### config.mk
export PLATFORM = sky130hd
export DESIGN_NAME = field_cursor
export DESIGN_NICKNAME = d
export VERILOG_FILES = /design/src/rtl/field_cursor.sv
export SDC_FILE = /design/constraint.sdc
export NUM_CORES = 1
export LEC_CHECK = 0
export ABC_CLOCK_PERIOD_IN_PS = 2750
export BUFFER_PORTS_ARGS = -buffer_cell sky130_fd_sc_hd__buf_2
export CORE_MARGIN = 5
export CORE_UTILIZATION = 30
export DETAILED_ROUTE_END_ITERATION = 10
export GPL_ROUTABILITY_DRIVEN = 0
export PLACE_DENSITY = 0.47
export SLEW_MARGIN = 25
export SYNTH_ARGS = -nofsm -noshare
export SYNTH_HDL_FRONTEND = slang
export SYNTH_SLANG_ARGS = --single-unit
### constraint.sdc
create_clock -name clk -period 2.75 [get_ports clk]
set_clock_uncertainty 0.2 [all_clocks]
set_input_delay 0.825 -clock clk [delete_from_list [all_inputs] [get_ports clk]]
set_output_delay 0.825 -clock clk [all_outputs]
set_load 0.02 [all_outputs]
### src/rtl/field_cursor.sv
// Edit-field cursor: wrap-around field pointer driven by edge-detected buttons, with an
// optional inactivity timeout. Define FIELD_CURSOR_AUTOREPEAT_EN for hold-to-repeat stepping.
module field_cursor #(
  parameter int unsigned NUM_FIELDS     = 9,
  parameter int unsigned PTR_W          = 4,
  parameter int unsigned TIMEOUT_CYCLES = 0,
  parameter int unsigned REPEAT_DELAY   = 16,
  parameter int unsigned REPEAT_RATE    = 4
) (
  input  logic                  clk,
  input  logic                  reset,
  input  logic                  edit_en,
  input  logic                  btn_right,
  input  logic                  btn_left,
  output logic [PTR_W-1:0]      ptr,
  output logic [NUM_FIELDS-1:0] sel,
  output logic                  active,
  output logic                  moved,
  output logic                  timeout
);

  typedef enum logic [1:0] {IDLE, ACTIVE, LOCKOUT} state_t;

  state_t                state_q, state_d;
  logic                  btn_right_q, btn_left_q;
  logic [PTR_W-1:0]      ptr_q, ptr_d;
  logic [NUM_FIELDS-1:0] sel_q, sel_d;
  logic                  active_q, active_d;
  logic                  moved_q, moved_d;
  logic                  timeout_q, timeout_d;
  logic                  in_active, edge_r, edge_l, rep_r, rep_l, step_r, step_l, tmo_hit;

  if (NUM_FIELDS < 2 || NUM_FIELDS > 15 || (1 << PTR_W) <= NUM_FIELDS ||
      REPEAT_DELAY < 1 || REPEAT_RATE < 1) begin : g_bad_params
    $error("field_cursor: illegal parameter combination");
  end

  // A rising edge only counts as a step while the opposite button is released.
  assign in_active = (state_q == ACTIVE) && edit_en;
  assign edge_r    = btn_right & ~btn_right_q & ~btn_left;
  assign edge_l    = btn_left  & ~btn_left_q  & ~btn_right;
  assign step_r    = edge_r | rep_r;
  assign step_l    = edge_l | rep_l;

  if (TIMEOUT_CYCLES > 0) begin : g_tmo
    localparam int unsigned TW = $clog2(TIMEOUT_CYCLES + 1);
    logic [TW-1:0] idle_q, idle_d;

    always_comb begin
      idle_d = '0;
      if (in_active && !(step_r || step_l)) idle_d = idle_q + TW'(1);
    end

    always_ff @(posedge clk) begin
      if (reset) idle_q <= '0;
      else       idle_q <= idle_d;
    end

    assign tmo_hit = in_active && !(step_r || step_l) &&
                     (idle_q == TW'(TIMEOUT_CYCLES - 1));
  end else begin : g_no_tmo
    assign tmo_hit = 1'b0;
  end

`ifdef FIELD_CURSOR_AUTOREPEAT_EN
  localparam int unsigned RMAX = (REPEAT_DELAY > REPEAT_RATE) ? REPEAT_DELAY : REPEAT_RATE;
  localparam int unsigned RW   = $clog2(RMAX + 1);
  logic          armed_q, armed_d, dir_q, dir_d, phase_q, phase_d;
  logic [RW-1:0] rcnt_q, rcnt_d, thr;
  logic          held, fire;

  // phase_q selects the first-repeat delay versus the steady repeat period.
  assign held  = dir_q ? (btn_right & ~btn_left) : (btn_left & ~btn_right);
  assign thr   = phase_q ? RW'(REPEAT_RATE) : RW'(REPEAT_DELAY);
  assign fire  = in_active && armed_q && held && ((rcnt_q + RW'(1)) == thr);
  assign rep_r = fire & dir_q;
  assign rep_l = fire & ~dir_q;

  always_comb begin
    armed_d = 1'b0;
    dir_d   = dir_q;
    phase_d = 1'b0;
    rcnt_d  = '0;
    if (in_active) begin
      if (edge_r || edge_l) begin
        armed_d = 1'b1;
        dir_d   = edge_r;
      end else if (armed_q && held) begin
        armed_d = 1'b1;
        phase_d = phase_q | fire;
        rcnt_d  = fire ? '0 : rcnt_q + RW'(1);
      end
    end
  end

  always_ff @(posedge clk) begin
    if (reset) begin
      armed_q <= 1'b0;
      dir_q   <= 1'b0;
      phase_q <= 1'b0;
      rcnt_q  <= '0;
    end else begin
      armed_q <= armed_d;
      dir_q   <= dir_d;
      phase_q <= phase_d;
      rcnt_q  <= rcnt_d;
    end
  end
`else
  assign rep_r = 1'b0;
  assign rep_l = 1'b0;
`endif

  always_ff @(posedge clk) begin
    if (reset) begin
      state_q     <= IDLE;
      btn_right_q <= 1'b0;
      btn_left_q  <= 1'b0;
      ptr_q       <= '0;
      sel_q       <= '0;
      active_q    <= 1'b0;
      moved_q     <= 1'b0;
      timeout_q   <= 1'b0;
    end else begin
      state_q     <= state_d;
      btn_right_q <= btn_right;
      btn_left_q  <= btn_left;
      ptr_q       <= ptr_d;
      sel_q       <= sel_d;
      active_q    <= active_d;
      moved_q     <= moved_d;
      timeout_q   <= timeout_d;
    end
  end

  always_comb begin
    state_d = state_q;
    case (state_q)
      IDLE:    if (edit_en) state_d = ACTIVE;
      ACTIVE:  if (!edit_en) state_d = IDLE;
               else if (tmo_hit) state_d = LOCKOUT;
      LOCKOUT: if (!edit_en) state_d = IDLE;
      default: state_d = IDLE;
    endcase
  end

  always_comb begin
    ptr_d     = ptr_q;
    moved_d   = 1'b0;
    timeout_d = 1'b0;
    case (state_q)
      IDLE: begin
        ptr_d = '0;
        if (edit_en) begin
          ptr_d   = PTR_W'(1);
          moved_d = 1'b1;
        end
      end
      ACTIVE: begin
        if (!edit_en || tmo_hit) begin
          ptr_d     = '0;
          timeout_d = tmo_hit;
        end else if (step_r) begin
          ptr_d   = (ptr_q == PTR_W'(NUM_FIELDS)) ? PTR_W'(1) : ptr_q + PTR_W'(1);
          moved_d = 1'b1;
        end else if (step_l) begin
          ptr_d   = (ptr_q == PTR_W'(1)) ? PTR_W'(NUM_FIELDS) : ptr_q - PTR_W'(1);
          moved_d = 1'b1;
        end
      end
      default: ptr_d = '0;
    endcase
    active_d = (state_d == ACTIVE);
    sel_d    = '0;
    for (int unsigned i = 0; i < NUM_FIELDS; i++) sel_d[i] = (ptr_d == PTR_W'(i + 1));
  end

  assign ptr     = ptr_q;
  assign sel     = sel_q;
  assign active  = active_q;
  assign moved   = moved_q;
  assign timeout = timeout_q;

endmodule

# Yosys cells after proc, flatten, opt, wreduce, memory -nomap -nowiden
# Cells that the tools add are included.
# classes
reduce_logical	2
mux	15
n_shift	0
addsub	2
n_bitwise	8
div	0
multipliers	0
n_lt_le_gt_ge	0
eq_ne	14
# op_table
op	count
4-bit 2-to-1 mux	5
4-bit by 3-bit equality test with 1-bit output, second input constant	4
4-bit equality test, second input constant	3
4-bit by 1-bit equality test with 1-bit output, second input constant	2
4-bit by 2-bit equality test with 1-bit output, second input constant	2
4-bit case mux with 2 select lines	1
1-bit 2-to-1 mux	5
4-bit by 1-bit adder with 4-bit output, second input constant	1
1-bit bitwise AND	4
2-bit by 1-bit equality test with 1-bit output, second input constant	2
2-bit 2-to-1 mux	2
1-bit NOT	4
2-bit case mux with 2 select lines	1
4-bit by 1-bit subtractor with 4-bit output, second input constant	1
2-bit equality test, second input constant	1
2-bit logical NOT	1
1-bit case mux with 2 select lines	1
2-bit OR reduction	1
# totals
inputBits	5
latch_bits	0
ff_bits	19
ramBits	0
wordCells	48
output_inout_bits	16
mem_count	0
rom_bits	0

# Depth between registers and ports, before layout
# logic_depth
word_depth	8
mapped_depth	7
ltp_nobuf	7

# Worst setup path before layout
# No wires, ideal clock.
# synth_timing
path_kind	flip-flop to flip-flop
start	register ptr_q[0], in the netlist ptr[0]
end	register sel_q[8], in the netlist sel[8]
required_ps	2458
setup_slack_ps	455
path_buffers	0
path_stages_with_launch	7
setup_ps	92
period_less_slack_ps	2295
arrival_time_ps	2003
cell_sequence	dfxtp_1 ha_1 or3b_1 a22o_1 a211oi_1 a21oi_1 nor4_1
# synth_via
elab_chain_cells	7
word_cells_on_any_way	11
cone_classes	add/sub (2); eq/ne (3); mux (6)
# synth_lines
item	line_no	text
start, declared	26	logic [PTR_W-1:0] ptr_q, ptr_d;
start signal, assigned	128	ptr_q <= ptr_d;
4-bit by 1-bit subtractor with 4-bit output or 4-bit by 1-bit equality test with 1-bit output (tied branches)	167	ptr_d = (ptr_q == PTR_W'(1)) ? PTR_W'(NUM_FIELDS) : ptr_q - PTR_W'(1);
4-bit 2-to-1 mux	167	
4-bit 2-to-1 mux	166	end else if (step_l) begin
4-bit 2-to-1 mux *	163	end else if (step_r) begin
4-bit 2-to-1 mux *	160	if (!edit_en || tmo_hit) begin
4-bit case mux with 2 select lines *	151	case (state_q)
4-bit equality test *	175	for (int unsigned i = 0; i < NUM_FIELDS; i++) sel_d[i] = (ptr_d == PTR_W'(i + 1));
end signal, assigned	129	sel_q <= sel_d;
end, declared	27	logic [NUM_FIELDS-1:0] sel_q, sel_d;
# Every way passes the cells marked *; elsewhere a longest branch is shown, timed or not.
# A chain may end at the register's enable or synchronous reset.

# Worst setup path after layout
# layout_timing
start	register ptr_q[1], in the netlist ptr[1]
end	register sel_q[8], in the netlist sel[8]
# Same word-level chain as after synthesis.

==> impl_metrics.py <==
metrics = {
    "placement": {
        "hpwlAfterDp_um": 1580,
        "post-place-ws_ns": 0.150,
        "placed_area_um2": 1110,
        "dp.cells": 161,
        "io_buffers": 19,
    },
    "global_route": {
        "antenna_found_initial": 0,
        "gr-total-overflow": 0,
        "grt_pass1_vias": 781,
        "grt_pass1_wl_um": 3610,
        "grt_usage": 0.105,
        "grt_max_degree": 12,
    },
    "logic_synthesis": {
        "yosys.area_share.simple": 0.272,
        "synth_seq_area_share": 0.386,
        "synthXorXnorAreaFrac": 0,
        "synth_flop_cell": "dfxtp_1",
        "syn_nets": 112,
        "yosysWarnings": 0,
        "synthCells": 101,
        "synth_top_family_by_area": "simple AND/OR/NAND/NOR gates",
        "synth_edf_count": 0,
        "syn_area_um2": 986,
        "avgSynthCellArea_um2": 9.76,
        "synthAdderAreaFrac": 0.0761,
        "ys_seq_elements": 19,
        "synth_compound_area_frac": 0.190,
        "ys_types": 42,
        "async_reset_ff_frac": 0,
        "synthMuxAreaShare": 0.0102,
    },
    "cts": {
        "htreeDepth": 1,
        "cts_tree": "built",
        "post_cts_resized": 0,
        "numCtsBuffers": 3,
        "clk_latency_ns": 0.29,
        "clkTransAtPathRegs_ns": 0.11,
        "ctsHoldBuffers": 0,
        "clock-sinks": 19,
        "cts_root_buf": "clkbuf_4",
        "cts_setup_buffers": 0,
        "cts_buffer_depth": 2,
    },
    "route": {
        "topRoutingLayerUsed": "met3",
        "dr.pass1.iters": 4,
        "vias": 813,
        "drt_iter0_markers": 40,
        "drtAntennaViolNets": 0,
        "viasPerCell": 4.93,
        "route.met3.wl_um": 122,
        "wire_per_inst_um": 12.4,
        "wirelength_um": 2040,
        "drc_errors": 0,
        "met2_length_um": 943,
        "wirelength_met1_um": 973,
    },
    "floorplan": {
        "design.die.area_um2": 4530,
        "start_util": 0.318,
        "core_um2": 3100,
        "pin_count": 21,
        "rows": 20,
        "die_h_um": 67.3,
        "die_w_um": 67.3,
    },
    "hold_path": {
        "hold_class": "register to register",
    },
    "setup_path": {
        "start_kind": "register",
        "slowest_stage": "or3b_1",
        "cp_top_family": "compound AO/OA/AOI/OAI gates",
        "slowest_delay_ns": 0.37,
        "worstSetupPathType": "register to register",
        "timing.critical_path.buf_inv": 1,
        "path_cells": "inv_1, ha_1, or3b_1, a22o_1, a211oi_1, a21oi_1, nor4_1",
        "critPathMaxFanout": 6,
        "cp.required_ns": 2.76,
        "crit_arrival_ns": 2.35,
        "cp-end-kind": "register",
    },
    "status": {
        "status": "finished, final reports clean",
    },
    "finish": {
        "syn2layout_area_growth_pct": 15.6,
        "fin_nets": 133,
        "fin_area_um2": 1140,
        "stdcell_count": 165,
        "final_cell_mix": "19 x dfxtp_1, 19 x buf_2, 11 x nor3_1",
        "n_antenna_cell": 0,
        "drive_above_1_share": 0.273,
    },
    "sta": {
        "fin_ws_ns": 0.410,
        "fin_crit_sh": 0.851,
        "rsz0062_at_grt": "no",
        "maxSlewHeadroom": 0.611,
        "final.setup.tns_ns": 0,
        "slew_violations": 0,
        "fmax_mhz": 427,
        "finalCriticalPeriod_ns": 2.34,
        "setup_viol": 0,
        "finalHoldViolCount": 0,
        "worst_pin_slew_ns": 0.579,
    },
    "pwr": {
        "ir_drop_mv": 0.232,
        "power-per-cell-area_nw_per_um2": 458,
        "leakage_nw": 0.479,
    },
    "job": {
        "max_cap_viol_count": 0,
    },
}
per-stage QoR:
stage	util	power [W]	hold slack [ns]
floorplan	-	0.000365	0.244
global placement	0.358	0.000389	0.274
detailed placement	0.358	0.000389	0.268
CTS	0.367	0.000531	0.285
global route	0.367	0.000563	0.312
finish	0.367	0.000522	0.284
worst reg2reg max path, cell delays in order, from the launching register on:
cell and delay [ns]:
dfxtp_1 0.33, inv_1 0.10, ha_1 0.26, or3b_1 0.37
a22o_1 0.18, a211oi_1 0.35, a21oi_1 0.18, nor4_1 0.28
logic make-up (layout without fill, tap and decap cells):
kind of cell               after synthesis  in the layout
DFF                                     19             19
and+or+nand+nor                         41             41
muxes                                    1              1
adders and majority gates                6              6
other                                    1              1
buffers and inverters                   11             31
AOI/OAI and AO/OA                       22             22
Yosys cell counts (3+ instances only):
library cell	n	area share
nor3_1	11	0.056
a21oi_1	3	0.015
a211oi_1	3	0.023
nor2b_1	3	0.019
nand2b_1	3	0.019
nor4_1	3	0.019
inv_1	6	0.023
ha_1	6	0.076
nor2_1	6	0.023
dfxtp_1	19	0.39
flip-flops by register name, indices dropped and copies added (netlist names):
signal and flops:
active 1, btn_left_q 1, btn_right_q 1, moved 1, ptr 4, sel 9, state_q 2
cell type report:
type | count | area (um2)
fillers | 352 | 1960
multi-input cells | 71 | 544
flip-flops and latches | 19 | 380
repair buffers | 21 | 110
well taps | 44 | 55.1
clock buffers | 3 | 22.5
inverters | 6 | 22.5
clock inverters | 1 | 5.00
path summary, 6_finish.rpt:
check        cells after the start        from  endpoint  slack (ns)
max reg2reg                      7      ptr[1]    sel[8]        0.41
min reg2reg                      1  state_q[1]    active        0.28
min                              1  state_q[1]    active        0.28
max                              7      ptr[1]    sel[8]        0.41
where the power goes:
| group | internal [W] | leakage (nW) | switching [W] |
|---|---|---|---|
| registers | 0.000284 | 0.155 | 0.00000702 |
| clock network | 0.0000541 | 0.0177 | 0.0000847 |
| logic | 0.0000367 | 0.306 | 0.0000551 |
per-layer routing:
metal | vias to the layer above | track usage
met5 | - | 0
met2 | 22 | 0.172
li1 | 407 | -
met3 | 0 | 0.0416
met4 | 0 | 0.0152
met1 | 384 | 0.131
Power figures use the tool's default switching activity.
